File: src/rtl/fp2_result_unloader.sv
// rtl/fp2_result_unloader.sv - streams Fp/Fp2 result digits from the c_0/c_1 digit memories
// Reads are throttled so buffered plus in-flight digits never exceed the 2-entry skid buffer.
module fp2_result_unloader #(
  parameter int RADIX      = 32,
  parameter int DIGITS     = 14,
  parameter int DIGITS_LOG = $clog2(DIGITS)
) (
  input  logic                  clk,
  input  logic                  rst,
  input  logic                  start,
  input  logic                  extension_field_op,
  output logic                  mem_c_0_rd_en,
  output logic [DIGITS_LOG-1:0] mem_c_0_rd_addr,
  input  logic [RADIX-1:0]      mem_c_0_dout,
  output logic                  mem_c_1_rd_en,
  output logic [DIGITS_LOG-1:0] mem_c_1_rd_addr,
  input  logic [RADIX-1:0]      mem_c_1_dout,
  output logic                  m_valid,
  output logic [RADIX-1:0]      m_data,
  output logic                  m_last,
  input  logic                  m_ready,
  output logic                  busy,
  output logic                  done
);

  localparam int CNT_W = $clog2(2 * DIGITS + 1);
  localparam logic [DIGITS_LOG-1:0] ADDR_LAST = DIGITS_LOG'(DIGITS - 1);
  localparam logic [CNT_W-1:0]      XFER_LAST_FP  = CNT_W'(DIGITS - 1);
  localparam logic [CNT_W-1:0]      XFER_LAST_FP2 = CNT_W'(2 * DIGITS - 1);

  typedef enum logic [1:0] {IDLE, RD0, RD1, DRAIN} state_t;

  state_t                state_q, state_d;
  logic                  ext_q, ext_d;
  logic [DIGITS_LOG-1:0] addr_q, addr_d;
  logic [1:0]            count_q, count_d;
  logic                  inflight_q, inflight_d;
  logic                  inflight_sel_q, inflight_sel_d;
  logic [RADIX-1:0]      buf0_q, buf0_d;
  logic [RADIX-1:0]      buf1_q, buf1_d;
  logic [CNT_W-1:0]      xfer_q, xfer_d;
  logic                  done_q, done_d;

  logic                  pop;
  logic                  push;
  logic [RADIX-1:0]      din;
  logic [2:0]            occ;
  logic                  issue;
  logic                  last_xfer;

  always_ff @(posedge clk or negedge rst) begin
    if (!rst) state_q <= IDLE;
    else      state_q <= state_d;
  end

  always_comb begin
    state_d = state_q;
    unique case (state_q)
      IDLE:  if (start) state_d = RD0;
      RD0:   if (issue && addr_q == ADDR_LAST) state_d = ext_q ? RD1 : DRAIN;
      RD1:   if (issue && addr_q == ADDR_LAST) state_d = DRAIN;
      DRAIN: if (last_xfer) state_d = IDLE;
      default: state_d = IDLE;
    endcase
  end

  always_comb begin
    m_valid         = (count_q != 2'd0);
    m_data          = buf0_q;
    m_last          = m_valid && (xfer_q == (ext_q ? XFER_LAST_FP2 : XFER_LAST_FP));
    pop             = m_valid && m_ready;
    last_xfer       = pop && m_last;
    occ             = {1'b0, count_q} + {2'b00, inflight_q};
    // A pop in this cycle frees a slot in time for the read issued now, keeping full rate.
    issue           = (state_q == RD0 || state_q == RD1) &&
                      ((occ < 3'd2) || (pop && occ == 3'd2));
    mem_c_0_rd_en   = issue && (state_q == RD0);
    mem_c_1_rd_en   = issue && (state_q == RD1);
    mem_c_0_rd_addr = addr_q;
    mem_c_1_rd_addr = addr_q;
    busy            = (state_q != IDLE);
    done            = done_q;
  end

  assign push = inflight_q;
  assign din  = inflight_sel_q ? mem_c_1_dout : mem_c_0_dout;

  always_comb begin
    ext_d          = ext_q;
    addr_d         = addr_q;
    xfer_d         = xfer_q;
    inflight_d     = issue;
    inflight_sel_d = (state_q == RD1);
    buf0_d         = buf0_q;
    buf1_d         = buf1_q;
    count_d        = count_q;
    done_d         = last_xfer;
    if (state_q == IDLE && start) begin
      ext_d  = extension_field_op;
      addr_d = '0;
      xfer_d = '0;
    end
    if (issue) addr_d = (addr_q == ADDR_LAST) ? '0 : addr_q + 1'b1;
    if (pop)   xfer_d = xfer_q + 1'b1;
    unique case ({push, pop})
      2'b10: begin
        if (count_q == 2'd0) buf0_d = din;
        else                 buf1_d = din;
        count_d = count_q + 2'd1;
      end
      2'b01: begin
        buf0_d  = buf1_q;
        count_d = count_q - 2'd1;
      end
      2'b11: begin
        if (count_q == 2'd1) begin
          buf0_d = din;
        end else begin
          buf0_d = buf1_q;
          buf1_d = din;
        end
      end
      default: ;
    endcase
  end

  always_ff @(posedge clk or negedge rst) begin
    if (!rst) begin
      ext_q          <= 1'b0;
      addr_q         <= '0;
      xfer_q         <= '0;
      inflight_q     <= 1'b0;
      inflight_sel_q <= 1'b0;
      buf0_q         <= '0;
      buf1_q         <= '0;
      count_q        <= 2'd0;
      done_q         <= 1'b0;
    end else begin
      ext_q          <= ext_d;
      addr_q         <= addr_d;
      xfer_q         <= xfer_d;
      inflight_q     <= inflight_d;
      inflight_sel_q <= inflight_sel_d;
      buf0_q         <= buf0_d;
      buf1_q         <= buf1_d;
      count_q        <= count_d;
      done_q         <= done_d;
    end
  end

endmodule

File: config.mk
export PLATFORM = sky130hd
export DESIGN_NAME = fp2_result_unloader
export DESIGN_NICKNAME = d
export VERILOG_FILES = /design/src/rtl/fp2_result_unloader.sv
export SDC_FILE = /design/constraint.sdc
export NUM_CORES = 1
export LEC_CHECK = 0
export BUFFER_PORTS_ARGS = -buffer_cell sky130_fd_sc_hd__buf_2
export CAP_MARGIN = 15
export CELL_PAD_IN_SITES_DETAIL_PLACEMENT = 1
export CELL_PAD_IN_SITES_GLOBAL_PLACEMENT = 2
export CORE_MARGIN = 8
export CORE_UTILIZATION = 31
export DETAILED_ROUTE_END_ITERATION = 6
export PLACE_DENSITY_LB_ADDON = 0.1
export SETUP_SLACK_MARGIN = 0.4
export SLEW_MARGIN = 20
export SYNTH_ARGS = -nofsm -noshare
export SYNTH_HDL_FRONTEND = slang
export SYNTH_SLANG_ARGS = --single-unit
File: constraint.sdc
create_clock -name clk -period 3 [get_ports clk]
set_input_delay 0.3 -clock clk [delete_from_list [all_inputs] [get_ports clk]]
set_output_delay 0.3 -clock clk [all_outputs]
set_load 0.05 [all_outputs]
## Word-level counts from Yosys, hierarchy flattened

Index checks and enable logic that the tools add are counted.

- $add $sub $neg: 5
- Order comparisons: 1
- Equality and inequality tests: 17
- Mux-type cells: 20
- Reduce and logical (&&, ||, !) cells: 23

Operator list:

| kind | count |
|---|---|
| 32-bit two-way mux | 5 |
| 32-bit case mux with 3 select lines | 1 |
| 32-bit case mux with 2 select lines | 1 |
| 5-bit two-way mux | 3 |
| 4-bit two-way mux | 3 |
| 2-bit inequality test, second input constant | 6 |
| 2-bit nonzero test | 6 |
| 1-bit logical AND | 9 |
| 2-bit == test, second input constant | 4 |
| 2-bit two-way mux | 4 |
| 2-bit case mux with 4 select lines | 1 |
| 2-bit by 1-bit == test with 1-bit output, second input constant | 3 |
| 5-bit by 1-bit adder with 5-bit output, second input constant | 1 |
| 5-bit == test | 1 |
| 4-bit by 1-bit adder with 4-bit output, second input constant | 1 |
| 4-bit == test, second input constant | 1 |
| 2-bit logical NOT | 2 |
| 2-bit case mux with 2 select lines | 1 |
| 4-bit AND reduction | 1 |
| 2-bit by 1-bit adder with 3-bit output | 1 |
| 3-bit by 2-bit == test with 1-bit output, second input constant | 1 |
| 3-bit by 2-bit less-than comparator with 1-bit output, second input constant | 1 |
| 3-bit AND reduction | 1 |
| 3-bit nonzero test | 1 |
| 6 further kinds | 7 |

- Bits in registers: 81
- Input bits: 69
- Output and inout port bits: 46

## Longest topological paths before layout

- Depth after elaboration: 8
- Gate-level depth with buffers: 12
- Mapped depth without buffers: 10

## Worst setup path before layout

No wires, ideal clock.

- Path type: register to register
- Start: reg count_q[0]
- End: reg buf0_q[11], in the netlist m_data[11]
- Arrival time: 2223 ps
- Data required time: 2863 ps
- Setup slack: 640 ps
- Cell stages (with the launch flop): 13
- Path buffers: 2
- Period minus slack after synthesis: 2360 ps
- Cell sequence: dfrtp_1 inv_1 ha_1 inv_2 nand2_4 inv_4 ha_1 or2_2 clkbuf_1 clkbuf_1 a21oi_1 a21oi_1 a21oi_1

- Longest elaborated chain between the ends: 5

Ends and longest elaborated chain:

| what | RTL line | source |
|---|---|---|
| from (decl) | 36 | `logic [1:0] count_q, count_d;` |
| from (signal assigned) | 146 | `count_q <= count_d;` |
| 2-bit nonzero test (*) | 68 | `m_valid = (count_q != 2'd0);` |
| net m_valid | 18 | `output logic m_valid,` |
| 1-bit logical AND (*) | 71 | `pop = m_valid && m_ready;` |
| 2-bit == test / 2-bit by 1-bit == test with 1-bit output (equally long branches) | 105 | `unique case ({push, pop})` |
| 2-bit inequality test (no source line) / 3-bit nonzero test (equally long branches) | -- |  |
| 2-bit AND reduction (no source line) | -- |  |
| to (signal assigned) | 144 | `buf0_q <= buf0_d;` |
| to (decl) | 39 | `logic [RADIX-1:0] buf0_q, buf0_d;` |

The timed path passes the listed nets; every way through them passes the cells marked *.
A chain may end at the register's enable or synchronous reset.

## Worst setup path after layout

- Start: reg inflight_q
- End: out mem_c_0_rd_en

- Longest elaborated chain between the ends: 6

Ends and longest elaborated chain:

| what | RTL line | source |
|---|---|---|
| from (decl) | 37 | `logic inflight_q, inflight_d;` |
| from (signal assigned) | 142 | `inflight_q <= inflight_d;` |
| 2-bit by 1-bit adder with 3-bit output (*) | 73 | `occ = {1'b0, count_q} + {2'b00, inflight_q};` |
| parallel branches: the longest is 2 deep, another holds 3-bit by 2-bit less-than comparator with 1-bit output | -- |  |
| 1-bit logical OR (*) | 76 | `((occ < 3'd2) \|\| (pop && occ == 3'd2));` |
| 1-bit logical AND (*) | 75 | `issue = (state_q == RD0 \|\| state_q == RD1) &&` |
| net inflight_d | 37 |  |
| 1-bit logical AND (*) | 77 | `mem_c_0_rd_en = issue && (state_q == RD0);` |
| to (decl) | 12 | `output logic mem_c_0_rd_en,` |

Mark *: on every way through the listed nets, which the timed path passes.

==> results.yml <==
logic_synthesis:
  ys_warn_count: 0
  synth_cells: 416
  syn_nets: 501
  synthArstFlopShare_pct: 100
  synth.area.top_cells: "dfrtp_1 (50%), a21oi_1 (11%), mux2i_1 (6.7%), ha_1 (5.0%), o21ai_0 (4.2%)"
  synth_flop_cell: "dfrtp_1"
  syn-cell-area_um2: 4030
  yosysSeqAreaShare_pct: 50.3
  avgSynthCellArea_um2: 9.68
  yosysUniqueCellTypes: 44
  yosysTopAreaCellShare_pct: 50.3
  synth_top_area_cell: "dfrtp_1"
  synth_edf_count: 0
  ys_seq_elements: 81
sta:
  skew_ps: 4.83
  slew_violations: 0
  setup_viol: 0
  maxSlewHeadroom_pct: 55.4
  fmax_mhz: 404
  rsz0062_at_grt: "no"
  period_share_pct: 82.5
  finalHoldViolations: 0
  tightestPinTransition_ps: 669
  final.min_clock_period_ps: 2470
  tns_ps: 0
drt:
  ant_nets: 0
  drcViolationCount: 0
  wl_per_cell_um: 16.7
  via_per_inst: 4.86
  first_pass_iters: 4
  wirelength_mm: 11.7
  drt_iter0_drc: 136
  vias: 3389
critical_path:
  cp_max_fo: 5
  startpoint_type: "register"
  r2r_slack_ps: 660
  arrival_ps: 2170
  cp-end-kind: "output pin"
  crit_type: "register to output pin"
  required_ps: 2700
floorplan:
  floorplan.die.height_um: 130
  dieArea_um2: 16900
  die-width_um: 130
  core_area_um2: 12700
  num_rows: 41
  io_pins: 115
  start_util_pct: 31.8
placed_design:
  post-dp-hpwl_mm: 8.33
  port_buffers: 114
  routabilityCongestion: 0.785
  dp.cells: 681
cts:
  cts-root-buf: "clkbuf_16"
  clk_latency_ps: 330
  h-tree-depth: 3
  cts_tree: "done"
  numCtsBuffers: 9
  hold_buffers: 0
  clk_pin_slew_worst_paths_ps: 60
  cts_sinks: 81
  clock_path_buffers: 2
cells_and_area:
  final_cell_mix: "buf_2 (112), a21oi_1 (88), dfrtp_1 (80)"
  stdcell_count: 698
  final_nets: 606
  drive_above_1_share_pct: 31.0
  layout_commonest_cell: "buf_2"
  n_antenna_cell: 0
  syn_to_final_growth_pct: 26.7
outcome:
  status: "completed"
job:
  drv_cap: 0
power:
  p_per_area_nw_per_um2: 1340
  peakVddDrop_mv: 0.402
  leakagePower_uw: 0.00237
global_routing:
  grt_pass1_vias: 3674
  grt_max_degree: 60
  grt.total_usage_pct: 14.7
  gr-total-overflow: 0
  grt_pass1_wl_mm: 19.4
  antenna_found_initial: 0
worst_hold_path:
  hold_path_class: "primary input to async pin"
[logic make-up (layout without fill, tap and decap cells)]
logic type / Yosys count / in the layout / synth area share [%]
AOI/OAI and AO/OA: 145 / 145 / 19.5
xor gates and xnor gates: 3 / 3 / 0.652
adders and majority gates: 16 / 16 / 4.97
buffers and inverters: 43 / 153 / 4.75
DFF: 81 / 81 / 50.3
muxes: 39 / 39 / 10.1
and+or+nand+nor: 89 / 89 / 9.69
[critical path: stages, from the launching register on]
cell and delay (ps):
dfrtp_1 430, ha_1 210, inv_1 50, ha_1 300, a31oi_4 160, nand2b_4 170
clkinvlp_4 130, and2_1 180, buf_2 200
[state kept, by name (all words and copies together), names as in the netlist]
register,cells
state_q,2
m_data,32
count_q,2
buf1_q,32
ext_q,1
xfer_q,5
inflight_sel_q,1
mem_c_0_rd_addr,4
done,1
inflight_q,1
[metrics by stage]
stage	total power, uW	worst slack, ps	util, %	area [um2]	hold slack (ps)
3_3_place_gp	5660	537	37.6	4770	380
2_1_floorplan	4770	640	-	4030	4.41
4_1_cts	6920	409	40.1	5070	13.8
3_5_place_dp	5740	395	37.6	4770	384
6_report	6840	526	40.3	5100	7.21
5_1_grt	7390	401	40.3	5100	40.6
[cell usage after synthesis, types with 2 or more instances]
cell and number:
inv_1 11, mux2_2 12, nand2_1 38, xnor2_1 2, o21ai_0 34, mux2i_1 27, o31ai_1 2, nor3_1 2
ha_1 16, buf_1 3, buf_2 4, and2_1 2, nand3_1 4, nor2_1 34, a21oi_1 88, a31oi_1 5
a22oi_1 5, dfrtp_1 81, buf_4 4, clkbuf_1 18
[area by class of cell]
cell class	instances	area (um2)
clock buffer	13	250
clock inverter	3	40.0
fill	1503	7570
inverter	13	55.1
multi-input combinational	292	1850
sequential	81	2030
tap	172	215
timing repair buffer	124	663
[path summary, 6_finish.rpt]
path                                    start             to  cells past startpoint
setup / recovery                   inflight_q  mem_c_0_rd_en                      8
hold / removal                            rst     buf1_q[24]                      1
setup reg to reg                   count_q[0]      m_data[3]                     10
hold reg to reg                    buf1_q[23]     buf1_q[23]                      2
max in group asynchronous                 rst     m_data[26]                      2
min in group clk           extension_field_op          ext_q                      2
[timing repair]
item	CTS	global route
gates resized for setup	2	8
endpoints found under the hold margin	0	0
setup buffers	1	0
endpoints found under the setup margin	4	7
[metal layers]
layer	part of all wire, %	GRT usage (%)	vias to the layer above
met5	0	0	-
met4	0.56	3.28	0
met3	5.3	4.81	4
met2	48	24.4	71
met1	47	18.3	1646
li1	-	-	1668
[power by group]
group,internal [uW],leakage (uW),switching [uW]
combinational,1180,0.00125,2520
clock,665,0.000144,418
sequential,1640,0.000971,407
total,3490,0.00237,3350
No activity file was read; power rests on OpenSTA's default activity.
